File: config.mk
export PLATFORM = sky130hd
export DESIGN_NAME = ifetch_ctrl
export DESIGN_NICKNAME = d
export VERILOG_FILES = /design/src/rtl/ifetch_pkg.sv /design/src/rtl/ifetch_fifo.sv /design/src/rtl/ifetch_ctrl.sv
export SDC_FILE = /design/constraint.sdc
export NUM_CORES = 1
export LEC_CHECK = 0
export ABC_CLOCK_PERIOD_IN_PS = 3730
export BUFFER_PORTS_ARGS = -buffer_cell sky130_fd_sc_hd__buf_2
export CORE_MARGIN = 2
export CORE_UTILIZATION = 55
export DETAILED_ROUTE_END_ITERATION = 16
export MAX_ROUTING_LAYER = met4
export PLACE_DENSITY = 0.8
export SETUP_SLACK_MARGIN = 0.4
export SLEW_MARGIN = 0
export SYNTH_ARGS = -nofsm -noshare
export SYNTH_HDL_FRONTEND = slang
export SYNTH_SLANG_ARGS = --single-unit
File: constraint.sdc
create_clock -name clk -period 3.73 [get_ports clk]
set_input_delay 0.5595 -clock clk [delete_from_list [all_inputs] [get_ports clk]]
set_output_delay 0.5595 -clock clk [all_outputs]
set_load 0.01 [all_outputs]
File: src/rtl/ifetch_pkg.sv
// Shared types and defaults for the instruction-fetch controller.
package ifetch_pkg;
    localparam int DEF_ADDR_W = 9;
    localparam int DEF_DATA_W = 32;
    localparam int ENTRY_W    = DEF_DATA_W + DEF_ADDR_W;

    typedef enum logic [1:0] {
        ST_RUN    = 2'd0,
        ST_DRAIN  = 2'd1,
        ST_HALTED = 2'd2
    } state_t;

    typedef struct packed {
        logic [DEF_DATA_W-1:0] instr;
        logic [DEF_ADDR_W-1:0] pc;
    } fetch_entry_t;
endpackage

File: src/rtl/ifetch_fifo.sv
// Small synchronous FIFO holding fetched {instr, pc} entries; flush empties it in one cycle.
module ifetch_fifo
    import ifetch_pkg::*;
#(
    parameter int W     = ENTRY_W,
    parameter int DEPTH = 2
) (
    input  logic                   clk,
    input  logic                   rst,
    input  logic                   flush,
    input  logic                   push,
    input  logic                   pop,
    input  logic [W-1:0]           din,
    output logic [W-1:0]           dout,
    output logic [$clog2(DEPTH):0] count
);
    localparam int AW = $clog2(DEPTH);

    logic [W-1:0]  mem [DEPTH];
    logic [AW-1:0] rd_ptr, wr_ptr;

    always_ff @(posedge clk or posedge rst) begin
        if (rst) begin
            rd_ptr <= '0;
            wr_ptr <= '0;
            count  <= '0;
            for (int i = 0; i < DEPTH; i++) mem[i] <= '0;
        end else if (flush) begin
            rd_ptr <= '0;
            wr_ptr <= '0;
            count  <= '0;
        end else begin
            if (push) begin
                mem[wr_ptr] <= din;
                wr_ptr      <= wr_ptr + 1'b1;
            end
            if (pop) rd_ptr <= rd_ptr + 1'b1;
            if (push && !pop)      count <= count + 1'b1;
            else if (pop && !push) count <= count - 1'b1;
        end
    end

    assign dout = mem[rd_ptr];
endmodule

File: src/rtl/ifetch_ctrl.sv
// Fetch sequencer: owns the PC, issues one word per cycle into a skid FIFO, handles redirect and halt.
// Define IFETCH_PERF_EN to add saturating handshake/stall counters.
module ifetch_ctrl
    import ifetch_pkg::*;
#(
    parameter int ADDR_W     = DEF_ADDR_W,
    parameter int DATA_W     = DEF_DATA_W,
    parameter int RESET_PC   = 0,
    parameter int FIFO_DEPTH = 2,
    parameter int END_ADDR   = 249
) (
    input  logic              clk,
    input  logic              rst,
    output logic [ADDR_W-1:0] mem_addr,
    input  logic [DATA_W-1:0] mem_instr,
    input  logic              redir_valid,
    input  logic [ADDR_W-1:0] redir_addr,
    output logic              out_valid,
    input  logic              out_ready,
    output logic [DATA_W-1:0] out_instr,
    output logic [ADDR_W-1:0] out_pc,
    output logic              halted
`ifdef IFETCH_PERF_EN
    ,
    output logic [31:0]       perf_fetched,
    output logic [31:0]       perf_stall
`endif
);
    localparam int CW = $clog2(FIFO_DEPTH) + 1;
    localparam logic [CW-1:0]     DEPTH_C = CW'(FIFO_DEPTH);
    localparam logic [ADDR_W-1:0] RST_PC  = ADDR_W'(RESET_PC);
    localparam logic [ADDR_W-1:0] END_PC  = ADDR_W'(END_ADDR);

    state_t                   state, state_nx;
    logic [ADDR_W-1:0]        fetch_pc, inflight_pc;
    logic                     inflight;
    logic [CW-1:0]            count, occ;
    logic                     pop, push, issue;
    logic [DATA_W+ADDR_W-1:0] head;

    assign mem_addr  = fetch_pc;
    assign out_valid = (count != '0);
    assign pop       = out_valid & out_ready;
    // Returning word is dropped when a redirect lands in the same cycle.
    assign push      = inflight & ~redir_valid;
    // Issue only when the returning word is guaranteed a FIFO slot.
    assign occ       = count + CW'(inflight);
    assign issue     = (state == ST_RUN) && !redir_valid &&
                       ((occ < DEPTH_C) || ((occ == DEPTH_C) && pop));
    assign halted    = (state == ST_HALTED);
    assign out_instr = head[ADDR_W +: DATA_W];
    assign out_pc    = head[ADDR_W-1:0];

    always_ff @(posedge clk or posedge rst) begin
        if (rst) state <= ST_RUN;
        else     state <= state_nx;
    end

    always_comb begin
        state_nx = state;
        if (redir_valid) begin
            state_nx = ST_RUN;
        end else begin
            case (state)
                ST_RUN:   if (issue && fetch_pc == END_PC) state_nx = ST_DRAIN;
                ST_DRAIN: if (!inflight && count == '0)    state_nx = ST_HALTED;
                default:  state_nx = state;
            endcase
        end
    end

    always_ff @(posedge clk or posedge rst) begin
        if (rst) begin
            fetch_pc    <= RST_PC;
            inflight    <= 1'b0;
            inflight_pc <= '0;
        end else if (redir_valid) begin
            fetch_pc <= redir_addr;
            inflight <= 1'b0;
        end else begin
            inflight <= issue;
            if (issue) begin
                inflight_pc <= fetch_pc;
                fetch_pc    <= fetch_pc + 1'b1;
            end
        end
    end

    ifetch_fifo #(
        .W     (DATA_W + ADDR_W),
        .DEPTH (FIFO_DEPTH)
    ) u_fifo (
        .clk   (clk),
        .rst   (rst),
        .flush (redir_valid),
        .push  (push),
        .pop   (pop),
        .din   ({mem_instr, inflight_pc}),
        .dout  (head),
        .count (count)
    );

`ifdef IFETCH_PERF_EN
    always_ff @(posedge clk or posedge rst) begin
        if (rst) begin
            perf_fetched <= '0;
            perf_stall   <= '0;
        end else begin
            if (pop && perf_fetched != '1)
                perf_fetched <= perf_fetched + 32'd1;
            if (out_valid && !out_ready && perf_stall != '1)
                perf_stall <= perf_stall + 32'd1;
        end
    end
`endif
endmodule

# Yosys cells after proc, flatten, opt, wreduce, memory -nomap -nowiden
# Index checks and enable logic that the tools add are counted.
[word_totals]
latchBits = 0
memories = 0
ram_bits = 0
inputBits = 45
reg_bits = 107
out_inout_bits = 52
romBits = 0
[classes]
n_lt_le_gt_ge = 4
n_bitwise = 5
div = 0
n_addsub = 6
n_shift = 0
eq_ne = 6
muxes = 20
mul = 0
n_reduce_logical = 24
[ops]
columns = ["operator", "count"]
rows = [
  ["2-to-1 mux 41 bit", 4],
  ["bitwise mux 82 bit", 1],
  ["demux 41 bit (select 1 bit)", 1],
  ["2-to-1 mux 9 bit", 2],
  ["2-to-1 mux 2 bit", 6],
  ["adder 9 x 1 -> 9 bit, second input constant", 1],
  ["== test 9 x 8 -> 1 bit, second input constant", 1],
  ["logical AND 1 bit", 8],
  ["nonzero test 2 bit", 4],
  ["nonzero test 3 bit", 2],
  ["2-to-1 mux 1 bit", 5],
  ["== test 2 bit, second input constant", 2],
  ["greater-or-equal comparator 2 bit, second input constant", 2],
  ["zero test 1 bit", 4],
  ["zero test 2 bit", 2],
  ["NOT 1 -> 2 bit", 2],
  ["case mux 2 bit (2 select lines)", 1],
  ["AND reduction 2 bit", 2],
  ["inequality test 3 x 2 -> 1 bit, second input constant", 1],
  ["inequality test 3 bit, second input constant", 1],
  ["AND reduction 3 bit", 1],
  ["adder 1 bit, second input constant", 2],
  ["adder 2 x 1 -> 2 bit", 1],
  ["adder 2 x 1 -> 2 bit, second input constant", 1],
  ["7 further kinds", 8],
]

# Longest topological paths before layout
[logic_depth]
depth_word = 9
mapped_depth = 6
mapped_depth_nobuf = 5

# By module
# A second synthesis with hierarchy kept.
[unflattened]
cells_unflattened = 337
area_unflattened_um2 = 4820.9
[by_module_without_submodules]
columns = ["mod", "instances", "cells_each", "seq_area_each_um2", "area_each_um2"]
rows = [
  ["ifetch_fifo", 1, 239, 2152.1, 3756.1],
  ["ifetch_ctrl", 1, 98, 525.5, 1064.8],
]

# Least setup slack after synthesis
# Ideal clock, no wire load.
[synth_path]
kind = "register to register"
from = "register u_fifo.count[0]"
to = "register inflight_pc[0]"
path_slack_ns = 1.868
arrival_time_ns = 1.734
synth_period_minus_slack_ns = 1.862
stages_incl_launch_ff = 7
path_cell_list = "dfrtp_1 ha_1 nand2b_1 a211oi_2 and2_2 buf_6 mux2_1"
[synth_between]
elab_chain_len = 6
elab_cells_between_ends = 9
[synth_lines]
columns = ["item", "line", "rtl"]
rows = [
  ["start, declared", "ifetch_fifo.sv:15", "output logic [$clog2(DEPTH):0] count"],
  ["start signal, assigned", "ifetch_fifo.sv:38", "if (push && !pop) count <= count + 1'b1;"],
  ["start signal, assigned", "ifetch_fifo.sv:39", "else if (pop && !push) count <= count - 1'b1;"],
  ["adder 2 x 1 -> 2 bit / nonzero test 2 bit (equally long branches)", "ifetch_ctrl.sv:47, ifetch_ctrl.sv:42", ""],
  ["== test 2 bit / bitwise AND 1 bit (equally long branches)", "ifetch_ctrl.sv:49, ifetch_ctrl.sv:43", ""],
  ["logical AND 1 bit", "ifetch_ctrl.sv:49", "((occ < DEPTH_C) || ((occ == DEPTH_C) && pop));"],
  ["logical OR 1 bit (*)", "ifetch_ctrl.sv:49", ""],
  ["logical AND 1 bit (*)", "ifetch_ctrl.sv:48", "assign issue = (state == ST_RUN) && !redir_valid &&"],
  ["AND reduction 2 bit (no source line) (*)", "--", ""],
  ["end signal, assigned", "ifetch_ctrl.sv:83", "inflight_pc <= fetch_pc;"],
  ["end, declared", "ifetch_ctrl.sv:35", "logic [ADDR_W-1:0] fetch_pc, inflight_pc;"],
]
# Every way passes the cells marked *; elsewhere a longest branch is shown, timed or not.
# A chain may end at the register's enable or synchronous reset.

# Worst setup path after layout
[layout_path]
from = "register u_fifo.rd_ptr"
to = "output port out_pc[1]"
[layout_between]
elab_chain_len = 4
[layout_lines]
columns = ["item", "line", "rtl"]
rows = [
  ["start, declared", "ifetch_fifo.sv:20", "logic [AW-1:0] rd_ptr, wr_ptr;"],
  ["start signal, assigned", "ifetch_fifo.sv:37", "if (pop) rd_ptr <= rd_ptr + 1'b1;"],
  ["NOT 1 -> 2 bit (implied by the code)", "ifetch_fifo.sv:43", "assign dout = mem[rd_ptr];"],
  ["2-to-1 mux 41 bit (implied by the code) (3 in series)", "ifetch_fifo.sv:43", ""],
  ["end, declared", "ifetch_ctrl.sv:21", "output logic [ADDR_W-1:0] out_pc,"],
]
# No other way between the ends. The select of a mux whose other input is x is not followed.

==> impl_metrics.py <==
metrics = {
    "floorplanning": {
        "row_count": 34,
        "coreArea_um2": 8640,
        "io_pins": 97,
        "die_x_um": 97.9,
        "die_h_um": 97.9,
        "start_util_pct": 56.2,
        "dieArea_um2": 9580,
    },
    "setup_path": {
        "worstSetupStartpointType": "flip-flop",
        "required_ns": 3.17,
        "reg2reg_depth": 5,
        "setup.worst_path.end_class": "primary output",
        "crit_slowest_cell": "dfrtp_2",
        "rr_endpoint": "inflight_pc[8]$_DFFE_PP0P_",
        "worstPathCellList": "mux2_2 > buf_2",
        "critPathArrivalTime_ns": 2.03,
        "r2r_start": "inflight$_DFF_PP0_",
        "rrSetupSlack_ns": 1.48,
        "cp_max_fo": 42,
        "slowest_delay_ns": 1.03,
        "worstSetupPathType": "reg -> out",
    },
    "power_and_ir_drop": {
        "p_leak_nw": 2.51,
        "p_per_area_nw_per_um2": 618,
        "irDropWorstVdd_mv": 0.221,
    },
    "synthesis": {
        "synthFlopType": "dfrtp_1",
        "syn_area_um2": 4850,
        "synth_seq_cells": 107,
        "yosys_warnings": 0,
        "synth_nets": 399,
        "postSynthAreaPerCell_um2": 13.8,
        "synthArstFlopShare_pct": 100,
        "ys_seq_area_share_pct": 55.2,
        "synth-edff-count": 0,
        "syn_inst": 351,
        "ys_types": 43,
    },
    "cells_and_area": {
        "fin_nets": 490,
        "design_area_um2": 5610,
        "num-fill-cells": 675,
        "diodes": 0,
        "area_growth_pct": 15.7,
        "drive_gt1_share_pct": 55.0,
    },
    "global_routing": {
        "antenna_found_initial": 0,
        "grt_pass1_vias": 3124,
        "grt_usage_pct": 20.5,
        "grt_overflow": 0,
        "grt_start_max_net_pins": 57,
        "grt_pass1_wl_um": 15400,
    },
    "timing": {
        "worst_slew_pin_slew_ns": 1.12,
        "fin_worst_skew_ns": 0.00980,
        "finalSetupViolCount": 0,
        "relSlewSlack_pct": 24.9,
        "period_share_pct": 69.5,
        "layout_min_cycle_time_ns": 2.59,
        "hold_viol": 0,
        "final.setup.tns_ns": 0,
        "finalMaxSlewViolations": 0,
        "max_freq_mhz": 386,
        "rsz0062_at_grt": "no",
    },
    "route": {
        "drc": 0,
        "routed_wl_um": 9270,
        "first_iter_violations": 117,
        "dr.pass1.iters": 4,
        "dr_total_vias": 3107,
        "ant_nets": 0,
        "wl_per_cell_um": 16.7,
        "via_per_inst": 5.60,
    },
    "cts": {
        "clk_latency_ns": 0.36,
        "cts_tree": "yes",
        "ctsHtreeMaxLevel": 3,
        "cts.sinks": 107,
        "path_clk_slew_ns": 0.10,
        "numCtsBuffers": 9,
        "cts_setup_buffers": 0,
        "cts_hold_buf": 0,
        "cts_buffer_depth": 2,
        "cts_resized": 0,
        "clock-root-buffer": "clkbuf_8",
    },
    "worst_hold_path": {
        "min_path_type": "in -> reg",
        "holdPathEnd": "mem_addr[1]$_DFFE_PP0P_",
        "worstHoldStart": "redir_addr[1]",
        "worstHoldPathCells": 3,
    },
    "place": {
        "place_area_um2": 5420,
        "place_hpwl_um": 6240,
        "port_buffers": 96,
        "gp_congestion": 0.900,
    },
    "run": {
        "maxCapViolations": 0,
    },
    "run_status": {
        "outcome": "completed",
    },
}
==> Yosys cell counts (2+ instances only) <==
master,count,area (µm²)
xnor2_1,2,17.5
o31ai_1,4,30.0
dfrtp_1,107,2680
buf_6,2,22.5
o211ai_1,2,15.0
o41ai_1,2,17.5
nand2_1,8,30.0
o21a_1,2,15.0
mux2_1,7,78.8
a21oi_1,4,20.0
or2_1,2,12.5
nand4b_1,2,17.5
o21ai_0,3,15.0
nand3b_1,2,15.0
ha_1,3,37.5
inv_1,8,30.0
nand3_1,4,20.0
nor2_1,12,45.0
mux2_2,125,1410
nor2b_1,2,12.5
nor3_1,4,20.0
o311ai_0,2,17.5
nand4_1,2,12.5
or4_1,3,22.5
a31oi_1,5,31.3
clkbuf_1,7,26.3
buf_2,9,45.0
==> placed cells by master (no fill, tap or decap), types with 4 or more instances in the layout <==
cell	synthesis	routed
buf_2	9	96
a21oi_1	4	4
nor3_1	4	4
dfrtp_1	107	106
nor2_1	12	12
o31ai_1	4	4
inv_1	8	7
a31oi_1	5	5
clkbuf_8	0	9
nand2_1	8	8
mux2_2	125	125
mux2_1	7	7
==> cell type report <==
class	instances	area (µm²)	area share, %
sequential	107	2680	47.7
multi-input combinational	217	2060	36.6
timing repair buffer	99	515	9.19
tap	108	135	2.41
clock buffer	10	128	2.27
clock inverter	6	65.1	1.16
inverter	8	33.8	0.602
==> critical path, delay by kind of cell, from the launching register on <==
family	cells	cell delay, ns
buffers and inverters	1	0.15
muxes	1	0.44
DFF	1	1.03
==> sequential cells by signal (all words and copies together) (netlist names) <==
register       count
inflight_pc        9
u_fifo.wr_ptr      1
mem_addr           9
u_fifo.rd_ptr      1
inflight           1
u_fifo.mem        82
state              2
u_fifo.count       2
==> through the flow <==
| step | power, mW | utilization (%) | instances | worst slack, ns | hold slack, ns |
|---|---|---|---|---|---|
| floorplan | 2.45 | - | 351 | 1.87 | 0.471 |
| global placement | 2.75 | 62.7 | 539 | 1.37 | 0.482 |
| detailed placement | 2.81 | 62.7 | 539 | 1.30 | 0.488 |
| CTS | 3.50 | 65.0 | 555 | 1.13 | 0.412 |
| global route | 3.67 | 65.0 | 555 | 1.06 | 0.431 |
| finish | 3.47 | 65.0 | 555 | 1.14 | 0.416 |
==> per-layer routing <==
layer	up-vias	share of wire (%)	GRT usage, %
met1	1550	47	28.1
met5	-	0	-
met3	12	4.7	3.36
met4	0	1.1	5.88
li1	1457	-	-
met2	88	48	32.1
==> kinds of logic after synthesis <==
group / share of synthesized area, %
DFF: 55.2
muxes: 30.7
adders and majority gates: 0.774
buffers and inverters: 2.63
AOI/OAI and AO/OA: 4.51
and+or+nand+nor: 5.68
xor gates and xnor gates: 0.542
==> where the power goes <==
| group | internal (mW) | leakage (nW) | switching [mW] | total, mW |
|---|---|---|---|---|
| clock | 0.312 | 0.0966 | 0.386 | 0.699 |
| combinational | 0.594 | 1.14 | 0.406 | 1.00 |
| sequential | 1.54 | 1.27 | 0.227 | 1.77 |
==> how the worst max path moves through the flow <==
stage / start / end / slack, ns / cells past startpoint
final: u_fifo.rd_ptr$_DFFE_PP0P_ / out_pc[1] / 1.14 / 2
after global routing: u_fifo.rd_ptr$_DFFE_PP0P_ / out_pc[1] / 1.06 / 2
after CTS: u_fifo.rd_ptr$_DFFE_PP0P_ / out_pc[1] / 1.13 / 2
after detailed placement: redir_valid / u_fifo.mem[13]$_DFFE_PP0P_ / 1.30 / 5
after global placement: redir_valid / u_fifo.mem[10]$_DFFE_PP0P_ / 1.37 / 5
after floorplan: u_fifo.count[0]$_DFFE_PP0P_ / inflight_pc[0]$_DFFE_PP0P_ / 1.87 / 6
(Power assumes the default switching activity.)
